### src/rtl/res_st_sched_if.sv
// Allocation, wakeup, issue and occupancy signals between rename, the
// reservation-station scheduler and the back end.
interface res_st_sched_if #(
    parameter int unsigned RES_ST_DEPTH = 16,
    parameter int unsigned TAG_WIDTH    = 6
);
    localparam int unsigned ADDR_W = $clog2(RES_ST_DEPTH);

    logic                 alloc_req;
    logic [TAG_WIDTH-1:0] alloc_rs1_tag;
    logic [TAG_WIDTH-1:0] alloc_rs2_tag;
    logic                 alloc_rs1_rdy;
    logic                 alloc_rs2_rdy;
    logic                 alloc_gnt;
    logic [ADDR_W-1:0]    alloc_addr;
    logic                 wb_valid;
    logic [TAG_WIDTH-1:0] wb_tag;
    logic                 schedule_en;
    logic                 iss0_valid;
    logic                 iss1_valid;
    logic [ADDR_W-1:0]    iss0_addr;
    logic [ADDR_W-1:0]    iss1_addr;
    logic                 flush;
    logic [ADDR_W:0]      count;
    logic                 full;

    modport master (
        output alloc_req, alloc_rs1_tag, alloc_rs2_tag, alloc_rs1_rdy, alloc_rs2_rdy,
        output wb_valid, wb_tag, schedule_en, flush,
        input  alloc_gnt, alloc_addr, iss0_valid, iss1_valid, iss0_addr, iss1_addr,
        input  count, full
    );

    modport slave (
        input  alloc_req, alloc_rs1_tag, alloc_rs2_tag, alloc_rs1_rdy, alloc_rs2_rdy,
        input  wb_valid, wb_tag, schedule_en, flush,
        output alloc_gnt, alloc_addr, iss0_valid, iss1_valid, iss0_addr, iss1_addr,
        output count, full
    );
endinterface

### src/rtl/res_st_sched.sv
// Reservation-station occupancy tracker, tag wakeup and two-wide
// lowest-index-first issue selector.
module res_st_sched #(
    parameter int unsigned RES_ST_DEPTH      = 16,
    parameter int unsigned PHY_RF_ADDR_WIDTH = 6,
    parameter int unsigned TAG_WIDTH         = PHY_RF_ADDR_WIDTH
) (
    input logic           clk,
    input logic           rst,
    res_st_sched_if.slave bus
);
    localparam int unsigned ADDR_W = $clog2(RES_ST_DEPTH);
    localparam int unsigned CNT_W  = ADDR_W + 1;

    logic [RES_ST_DEPTH-1:0] valid;
    logic [RES_ST_DEPTH-1:0] rs1_rdy;
    logic [RES_ST_DEPTH-1:0] rs2_rdy;
    logic [TAG_WIDTH-1:0]    rs1_tag [RES_ST_DEPTH];
    logic [TAG_WIDTH-1:0]    rs2_tag [RES_ST_DEPTH];

    logic                    iss0_valid_q;
    logic                    iss1_valid_q;
    logic [ADDR_W-1:0]       iss0_addr_q;
    logic [ADDR_W-1:0]       iss1_addr_q;
    logic [CNT_W-1:0]        count_q;

    logic [ADDR_W-1:0]       free_addr;
    logic                    free_found;
    logic                    full_c;
    logic                    gnt_c;
    logic                    alloc_rs1_rdy_c;
    logic                    alloc_rs2_rdy_c;
    logic [RES_ST_DEPTH-1:0] eligible;
    logic [RES_ST_DEPTH-1:0] wake_rs1;
    logic [RES_ST_DEPTH-1:0] wake_rs2;
    logic [ADDR_W-1:0]       sel0;
    logic [ADDR_W-1:0]       sel1;
    logic [1:0]              n_found;
    logic                    take0;
    logic                    take1;

    // Lowest-index free entry; stays 0 when the station is full.
    always_comb begin
        free_addr  = '0;
        free_found = 1'b0;
        for (int i = 0; i < int'(RES_ST_DEPTH); i++) begin
            if (!valid[i] && !free_found) begin
                free_addr  = ADDR_W'(i);
                free_found = 1'b1;
            end
        end
    end

    assign full_c = (count_q == CNT_W'(RES_ST_DEPTH));
    assign gnt_c  = bus.alloc_req & ~full_c & ~bus.flush & rst;

    // Writeback bypass so an allocating uop never misses a same-cycle broadcast.
    assign alloc_rs1_rdy_c = bus.alloc_rs1_rdy | (bus.wb_valid & (bus.alloc_rs1_tag == bus.wb_tag));
    assign alloc_rs2_rdy_c = bus.alloc_rs2_rdy | (bus.wb_valid & (bus.alloc_rs2_tag == bus.wb_tag));

    always_comb begin
        for (int i = 0; i < int'(RES_ST_DEPTH); i++) begin
            wake_rs1[i] = valid[i] & bus.wb_valid & (rs1_tag[i] == bus.wb_tag);
            wake_rs2[i] = valid[i] & bus.wb_valid & (rs2_tag[i] == bus.wb_tag);
        end
    end

    assign eligible = valid & rs1_rdy & rs2_rdy;

    // First and second lowest-index eligible entries from registered state.
    always_comb begin
        sel0    = '0;
        sel1    = '0;
        n_found = 2'd0;
        for (int i = 0; i < int'(RES_ST_DEPTH); i++) begin
            if (eligible[i]) begin
                if (n_found == 2'd0) begin
                    sel0 = ADDR_W'(i);
                end else if (n_found == 2'd1) begin
                    sel1 = ADDR_W'(i);
                end
                if (n_found != 2'd2) begin
                    n_found = n_found + 2'd1;
                end
            end
        end
    end

    assign take0 = bus.schedule_en & (n_found != 2'd0);
    assign take1 = bus.schedule_en & (n_found == 2'd2);

    always_ff @(posedge clk) begin
        if (!rst) begin
            valid        <= '0;
            rs1_rdy      <= '0;
            rs2_rdy      <= '0;
            for (int i = 0; i < int'(RES_ST_DEPTH); i++) begin
                rs1_tag[i] <= '0;
                rs2_tag[i] <= '0;
            end
            iss0_valid_q <= 1'b0;
            iss1_valid_q <= 1'b0;
            iss0_addr_q  <= '0;
            iss1_addr_q  <= '0;
            count_q      <= '0;
        end else if (bus.flush) begin
            valid        <= '0;
            iss0_valid_q <= 1'b0;
            iss1_valid_q <= 1'b0;
            iss0_addr_q  <= '0;
            iss1_addr_q  <= '0;
            count_q      <= '0;
        end else begin
            for (int i = 0; i < int'(RES_ST_DEPTH); i++) begin
                if (wake_rs1[i]) rs1_rdy[i] <= 1'b1;
                if (wake_rs2[i]) rs2_rdy[i] <= 1'b1;
                if ((take0 && (sel0 == ADDR_W'(i))) || (take1 && (sel1 == ADDR_W'(i)))) begin
                    valid[i] <= 1'b0;
                end
                // The allocated slot is free, so it never collides with an issued one.
                if (gnt_c && (free_addr == ADDR_W'(i))) begin
                    valid[i]   <= 1'b1;
                    rs1_tag[i] <= bus.alloc_rs1_tag;
                    rs2_tag[i] <= bus.alloc_rs2_tag;
                    rs1_rdy[i] <= alloc_rs1_rdy_c;
                    rs2_rdy[i] <= alloc_rs2_rdy_c;
                end
            end
            iss0_valid_q <= take0;
            iss1_valid_q <= take1;
            iss0_addr_q  <= take0 ? sel0 : '0;
            iss1_addr_q  <= take1 ? sel1 : '0;
            count_q      <= count_q + CNT_W'(gnt_c) - CNT_W'(take0) - CNT_W'(take1);
        end
    end

    assign bus.alloc_gnt  = gnt_c;
    assign bus.alloc_addr = free_addr;
    assign bus.full       = full_c;
    assign bus.count      = count_q;
    assign bus.iss0_valid = iss0_valid_q;
    assign bus.iss1_valid = iss1_valid_q;
    assign bus.iss0_addr  = iss0_addr_q;
    assign bus.iss1_addr  = iss1_addr_q;
endmodule

### src/flat_wrapper.sv
// flat-port wrapper written by rule: the top's interface ports become plain ports
module res_st_sched_flat 
#(
    parameter int unsigned RES_ST_DEPTH      = 16,
    parameter int unsigned PHY_RF_ADDR_WIDTH = 6,
    parameter int unsigned TAG_WIDTH         = PHY_RF_ADDR_WIDTH
)
  (clk, rst, bus_alloc_req, bus_alloc_rs1_tag, bus_alloc_rs2_tag, bus_alloc_rs1_rdy, bus_alloc_rs2_rdy, bus_wb_valid, bus_wb_tag, bus_schedule_en, bus_flush, bus_alloc_gnt, bus_alloc_addr, bus_iss0_valid, bus_iss1_valid, bus_iss0_addr, bus_iss1_addr, bus_count, bus_full);
  res_st_sched_if #(.RES_ST_DEPTH(RES_ST_DEPTH), .TAG_WIDTH(TAG_WIDTH)) bus_i ();
  input logic clk;
  input logic rst;
  input wire logic [$bits(bus_i.alloc_req)-1:0] bus_alloc_req;
  input wire logic [$bits(bus_i.alloc_rs1_tag)-1:0] bus_alloc_rs1_tag;
  input wire logic [$bits(bus_i.alloc_rs2_tag)-1:0] bus_alloc_rs2_tag;
  input wire logic [$bits(bus_i.alloc_rs1_rdy)-1:0] bus_alloc_rs1_rdy;
  input wire logic [$bits(bus_i.alloc_rs2_rdy)-1:0] bus_alloc_rs2_rdy;
  input wire logic [$bits(bus_i.wb_valid)-1:0] bus_wb_valid;
  input wire logic [$bits(bus_i.wb_tag)-1:0] bus_wb_tag;
  input wire logic [$bits(bus_i.schedule_en)-1:0] bus_schedule_en;
  input wire logic [$bits(bus_i.flush)-1:0] bus_flush;
  output wire logic [$bits(bus_i.alloc_gnt)-1:0] bus_alloc_gnt;
  output wire logic [$bits(bus_i.alloc_addr)-1:0] bus_alloc_addr;
  output wire logic [$bits(bus_i.iss0_valid)-1:0] bus_iss0_valid;
  output wire logic [$bits(bus_i.iss1_valid)-1:0] bus_iss1_valid;
  output wire logic [$bits(bus_i.iss0_addr)-1:0] bus_iss0_addr;
  output wire logic [$bits(bus_i.iss1_addr)-1:0] bus_iss1_addr;
  output wire logic [$bits(bus_i.count)-1:0] bus_count;
  output wire logic [$bits(bus_i.full)-1:0] bus_full;
  assign bus_i.alloc_req = bus_alloc_req;
  assign bus_i.alloc_rs1_tag = bus_alloc_rs1_tag;
  assign bus_i.alloc_rs2_tag = bus_alloc_rs2_tag;
  assign bus_i.alloc_rs1_rdy = bus_alloc_rs1_rdy;
  assign bus_i.alloc_rs2_rdy = bus_alloc_rs2_rdy;
  assign bus_i.wb_valid = bus_wb_valid;
  assign bus_i.wb_tag = bus_wb_tag;
  assign bus_i.schedule_en = bus_schedule_en;
  assign bus_i.flush = bus_flush;
  assign bus_alloc_gnt = bus_i.alloc_gnt;
  assign bus_alloc_addr = bus_i.alloc_addr;
  assign bus_iss0_valid = bus_i.iss0_valid;
  assign bus_iss1_valid = bus_i.iss1_valid;
  assign bus_iss0_addr = bus_i.iss0_addr;
  assign bus_iss1_addr = bus_i.iss1_addr;
  assign bus_count = bus_i.count;
  assign bus_full = bus_i.full;
  res_st_sched #(.RES_ST_DEPTH(RES_ST_DEPTH), .PHY_RF_ADDR_WIDTH(PHY_RF_ADDR_WIDTH), .TAG_WIDTH(TAG_WIDTH)) u_core (.clk(clk), .rst(rst), .bus(bus_i));
endmodule
### config.mk
export PLATFORM = sky130hd
export DESIGN_NAME = res_st_sched_flat
export DESIGN_NICKNAME = d
export VERILOG_FILES = /design/src/rtl/res_st_sched_if.sv /design/src/rtl/res_st_sched.sv /design/src/flat_wrapper.sv
export SDC_FILE = /design/constraint.sdc
export NUM_CORES = 1
export LEC_CHECK = 0
export BUFFER_PORTS_ARGS = -buffer_cell sky130_fd_sc_hd__buf_2
export CAP_MARGIN = 30
export CORE_ASPECT_RATIO = 0.75
export CORE_MARGIN = 8
export CORE_UTILIZATION = 25
export DETAILED_ROUTE_END_ITERATION = 10
export GPL_ROUTABILITY_DRIVEN = 0
export HOLD_SLACK_MARGIN = 0.03
export SLEW_MARGIN = 20
export SYNTH_ARGS = -nofsm -noshare
export SYNTH_HDL_FRONTEND = slang
export SYNTH_SLANG_ARGS = --single-unit
export TNS_END_PERCENT = 5
### constraint.sdc
create_clock -name clk -period 10.3 [get_ports clk]
set_clock_uncertainty 0.1 [all_clocks]
set_input_delay 2.575 -clock clk [delete_from_list [all_inputs] [get_ports clk]]
set_output_delay 2.575 -clock clk [all_outputs]
set_load 0.02 [all_outputs]
==> metrics.txt, run 1 <==
Die Y 219 µm; mapped cell area 13700 µm²; CTS clk-pin slew, worst paths 0.07 ns; Worst Setup Start Kind flip-flop; Final Non-Filler Cells 2095; post-route design area 16200 µm²; Worst path slowest cell fa_2; Core ar. 54300 µm²; synth cell count leaders edfxtp_1, nor2_1, xnor2_1, xor2_1, nand2_1; Yosys warnings 0; FFs w/ async S/R, synth 0%; largest cells by area after synthesis edfxtp_1, dfxtp_1, xnor2_1, xor2_1, ha_1; CP Capture Type flip-flop; Starting DRT DRC Count 1038; pre-CTS WS -0.356 ns; diode count 0; Fmax 101 MHz; post-detail-place hpwl 27600 µm; max-slew violations 0; Synth area leader edfxtp_1; DRT antenna net count 0; reg2reg path depth 61; Synth Net Count 1375; layout cell share with drive strength beyond 1 16.9%; Initial Utilization 25.3%; worst vdd ir 0.107 mV; unique cell type count in the Yosys netlist 73; setup ws final 0.352 ns; most common cell in the netlist edfxtp_1; residual DRC count 0; critical path arrival 10.27 ns; num ports 47; Fin. Hold Viols 0; fin crit period 9.95 ns; total wire length 40900 µm; vias 10.2k; Setup CP Type flip-flop to flip-flop; main flop type after synthesis edfxtp_1; P per Cell Area 140 nW/µm²; Root Driver clkbuf_16; Cell Area, Placed 14900 µm²; Slew @ Worst Pin 0.819 ns; sequential element share of the synthesized area 51.2%; port bufs 46; Critical Path Fanout Max 4; First-pass DRT Iterations 7; routed length per instance 19.5 µm; Worst EP required 10.63 ns; DIE AREA 62700 µm²; largest net degree at the start of global routing 63; DP Cell Count 2029; Final Power 2.27 mW; Critical Path Max Stage Delay 0.51 ns; Post-Syn Instances 1298; most frequent cell on the critical path ha_1; fin crit share 96.6%; Avg Cell Area, Syn 10.6 µm²; synthesis-to-finish area growth 18.3%; Die W 287 µm; first-pass GRT wire length 60800 µm; Max-Cap Viols 0; Via density 4.87; synthesis-stage register bit count 255; CTS tree built; Synth top area share 42.0%; H-tree levels 1; CTS sink count 255; GRT overflow 0; fin nets 1430; Num CTS Buffers 26; vias in the first global route 9665; Total GRT Usage 12.5%; P_leak 6.01 nW; final setup violation count 0; Hold WC Path Type flip-flop to flip-flop; initial antenna violation count 0; Slew headroom 45.3%; Max clock buf depth 3; EDFF count, synth 192; hold path cells 1; status complete, no violations; # rows 74; Skew-Pair Late Insertion Delay 0.56 ns; Final Util 29.9%
[layer usage]
metal	vias to the layer above	routed length, µm	track usage [%]	share of wire, %
li1	4714	-	-	-
met1	5100	19100	18.6	47
met2	358	18000	18.9	44
met3	36	3420	2.29	8.4
met4	0	443	1.70	1.1
met5	-	0	0	0
[logic make-up (layout without fill, tap and decap cells)]
family          Yosys count  count (layout)  share of synthesized area [%]
compound gates          161             161                           8.36
xor+xnor                206             206                           13.1
fa+ha+maj                51              51                           4.70
buf+inv                 138             213                           3.96
flops                   255             255                           51.2
mux                      26              26                           1.90
simple gates            461             461                           16.7
[through the flow]
stage	setup TNS, ns	hold slack, ns
2_1_floorplan	0	0.397
3_3_place_gp	0	0.435
3_5_place_dp	-1.20	0.448
4_1_cts	0	0.463
5_1_grt	-0.458	0.497
6_report	0	0.461
[state kept, by name (all words and copies together), names as in the netlist, 4 cells and up]
signal,cells
u_core.rs2_tag,96
u_core.rs1_rdy,16
u_core.rs2_rdy,16
u_core.valid,16
u_core.bus.iss1_addr,4
u_core.bus.count,5
u_core.rs1_tag,96
u_core.bus.iss0_addr,4
[cells in the final DEF, fill, tap and decap left out, types with 29 or more instances in the layout]
master and instances:
nand3_1 33, ha_1 38, buf_4 67, nor2_1 144, inv_1 39, nor4_1 31, xnor2_1 114, dfxtp_1 62
edfxtp_1 192, nand2_1 70, xor2_1 91, buf_2 46, and2_1 29, a21oi_1 36, nand4_1 47
[what timing repair did]
action                                  4_1_cts  5_1_grt
setup buffers                                 7       11
pin swaps                                     7       16
hold endpoints to repair                      0        0
endpoints found under the setup margin        7       25
hold buffers                                  0        0
resized for setup                            14       58
[worst max-delay path: cells and delay by family (launching register included)]
kind / cells / cell delay, ns
and+or+nand+nor: 19 / 1.93
adders and majority gates: 17 / 4.44
DFF: 1 / 0.32
buffers and inverters: 9 / 0.76
AOI/OAI and AO/OA: 16 / 2.25
[where the power goes]
| group | total [mW] | switching (mW) | internal, mW | leakage, nW |
|---|---|---|---|---|
| Combinational | 0.169 | 0.112 | 0.0572 | 3.18 |
| Sequential | 1.17 | 0.0179 | 1.15 | 2.42 |
| Clock | 0.936 | 0.419 | 0.518 | 0.409 |
[cell type report]
type	instances	area, µm²
clock buffers	28	658
clock inverters	20	184
fillers	5521	38100
inverters	51	196
multi-input cells	905	6530
flip-flops and latches	255	7030
well taps	722	903
repair buffers	114	744
[path summary, 6_finish.rpt]
check / startpoint / endpoint / slack, ns
worst max-delay path: u_core.valid[0]$_SDFFE_PP0P_ / u_core.bus.count[2]$_SDFF_PP0_ / 0.35
worst min-delay path: u_core.rs1_rdy[12]$_SDFFE_PN0P_ / u_core.rs1_rdy[12]$_SDFFE_PN0P_ / 0.46
worst max register to register: u_core.valid[0]$_SDFFE_PP0P_ / u_core.bus.count[2]$_SDFF_PP0_ / 0.35
worst min register to register: u_core.rs1_rdy[12]$_SDFFE_PN0P_ / u_core.rs1_rdy[12]$_SDFFE_PN0P_ / 0.46
(Power assumes the default switching activity.)
==> run 2, diff against run 1 <==
- CELL_PAD_IN_SITES_DETAIL_PLACEMENT: unset -> 0
- CELL_PAD_IN_SITES_GLOBAL_PLACEMENT: unset -> 1
- CTS_BUF_LIST: unset -> sky130_fd_sc_hd__clkbuf_8
- PLACE_DENSITY_LB_ADDON: unset -> 0.1
==> run 2 against run 1 <==
Non-clock buffer count increased by 31. Maximum frequency increased by 0.79%. Cell area increased by 2.2%. Sequential power about the same. Hold slack improved by 0.018 ns. Sequential cell count unchanged. Register-to-register slack improved by 0.08 ns. Power increased by 0.97%. Global-route usage increased by 2.8 points. Clock-buffer cell count increased by 24. Routed wire length increased by 18%. Critical path depth decreased by 5.
==> metrics.txt, run 2 (synthesis results as in run 1) <==
hold slack 0.479 ns; reg-to-reg endpoint u_core.bus.count[2]$_SDFF_PP0_; routed length per instance 22.3 µm; Total GRT Usage 15.2%; Fmax 101 MHz; layout cell share with drive strength beyond 1 19.9%; sw frac 26.0%; fin crit share 95.8%; vias 10.1k; Skew-Pair Late Insertion Delay 0.62 ns; worst vdd ir 0.0773 mV; CTS clk-pin slew, worst paths 0.06 ns; Worst EP required 10.68 ns; CP Capture Type flip-flop; Num CTS Buffers 48; Setup CP Type flip-flop to flip-flop; Worst Setup Start Kind flip-flop; Critical Path Max Stage Delay 0.51 ns; DP Cell Count 2059; residual DRC count 0; vias in the first global route 10.4k; Fin. Hold Viols 0; DIE AREA 62700 µm²; net load switching power 597 µW; CTS Hold Bufs 0; Clock power frac 41.4%; commonest non-fill, non-tap cell in the layout edfxtp_1; Setup TNS Final 0 ns; most frequent cell on the critical path ha_4; Die W 287 µm; final setup violation count 0; critical path arrival 10.25 ns; Critical Path Fanout Max 4; fin crit period 9.87 ns; critical path startpoint u_core.valid[2]$_SDFFE_PP0P_; P per Cell Area 138 nW/µm²; combinational share of power 7.8%; P_leak 6.29 nW; Worst R2R Setup Slack 0.43 ns; reg2reg path depth 56; H-tree levels 2; Max clock buf depth 3; initial antenna violation count 0; Root Driver clkbuf_8; first-pass GRT wire length 71300 µm; Slew @ Worst Pin 0.842 ns; Via density 4.65; status complete, no violations; Final Power 2.29 mW; Slew headroom 43.7%; Starting DRT DRC Count 630; most frequent cells in the layout edfxtp_1, nor2_1, xnor2_1; largest net degree at the start of global routing 48; First-pass DRT Iterations 5; Initial Utilization 25.3%; num ports 47; Core ar. 54300 µm²; Final Non-Filler Cells 2163; CTS tree built; diode count 0; Worst path slowest cell fa_2; fillers 5634; DRT antenna net count 0; # rows 74; FF/Latch Area 7030 µm²; synthesis-to-finish area growth 21.0%; Die Y 219 µm; r2r startpoint u_core.valid[2]$_SDFFE_PP0P_; Multi-input gate area 6610 µm²; post-detail-place hpwl 32900 µm; Seq pwr share 50.9%; max-slew violations 0; P_int 1.70 mW; Worst setup endpoint u_core.bus.count[2]$_SDFF_PP0_; Max-Cap Viols 0; GRT overflow 0; fin nets 1483; Hold WC Path Type flip-flop to flip-flop; CTS sink count 255; total wire length 48300 µm; setup ws final 0.431 ns; pre-CTS WS -0.192 ns; biggest regs u_core.rs1_tag: 96 flops, u_core.rs2_tag: 96 flops; port bufs 46
-- run 2: cell types whose count changed in the layout (fill, tap and decap cells not counted), moves of 3 or more --
cell	change
clkbuf_16	-26
inv_1	+18
ha_1	-5
clkinvlp_4	-3
buf_4	+30
clkinv_1	+8
clkbuf_8	+52
nand2_1	-3
ha_4	+4
clkinv_2	-8
-- run 2: final cells by class --
cell class              count  share of cell area, %
flip-flops and latches    255                   42.3
clock buffers              52                   4.31
inverters                  51                   1.18
multi-input cells         905                   39.8
well taps                 722                   5.44
repair buffers            145                   5.91
clock inverters            33                   1.02
-- run 2: power groups by stage --
stage               logic [mW]  clock network (mW)  registers (mW)
floorplan                0.114                   0            1.19
global placement         0.182                   0            1.19
detailed placement       0.181                   0            1.19
CTS                      0.182               0.984            1.17
global route             0.196                1.03            1.17
finish                   0.178               0.949            1.17
-- run 2: worst max-delay path: cells and delay by family (launching register included) --
kind                     cells  cell delay, ns
AND/OR/NAND/NOR             17            1.97
AO/OA/AOI/OAI               15            2.07
flip-flops                   1            0.33
adder cells (fa/ha/maj)     16            4.32
buffers and inverters        7            0.64
multiplexers                 1            0.28
-- run 2: routing by layer --
metal  GRT usage (%)  share of wire [%]
met1            22.4                 51
met2            23.1                 44
met3            2.46                3.5
met4            3.74                1.7
met5               0                  0
-- run 2: timing repair --
action,CTS,global route
resized for setup,9,76
setup endpoints to repair,10,30
pin swaps,8,31
setup buffers,9,10
gates cloned,0,0
-- run 2: worst min-delay path by stage --
stage / slack [ns] / cells past startpoint / to / start
after floorplan: 0.40 / 1 / u_core.rs2_rdy[5]$_SDFFE_PN0P_ / u_core.rs2_rdy[5]$_SDFFE_PN0P_
after global placement: 0.45 / 1 / u_core.rs1_rdy[14]$_SDFFE_PN0P_ / u_core.rs1_rdy[14]$_SDFFE_PN0P_
after detailed placement: 0.46 / 1 / u_core.rs2_rdy[14]$_SDFFE_PN0P_ / u_core.rs2_rdy[14]$_SDFFE_PN0P_
after CTS: 0.48 / 1 / u_core.rs2_rdy[14]$_SDFFE_PN0P_ / u_core.rs2_rdy[14]$_SDFFE_PN0P_
after global routing: 0.51 / 1 / u_core.rs1_rdy[14]$_SDFFE_PN0P_ / u_core.rs1_rdy[14]$_SDFFE_PN0P_
final: 0.48 / 1 / u_core.rs2_rdy[14]$_SDFFE_PN0P_ / u_core.rs2_rdy[14]$_SDFFE_PN0P_
-- run 2: through the flow --
step                      utilization [%]  cell area, µm²
after floorplan                         -           13800
after global placement               27.9           15200
after detailed placement             27.9           15200
after CTS                            29.7           16200
after global routing                 30.6           16600
final                                30.6           16600
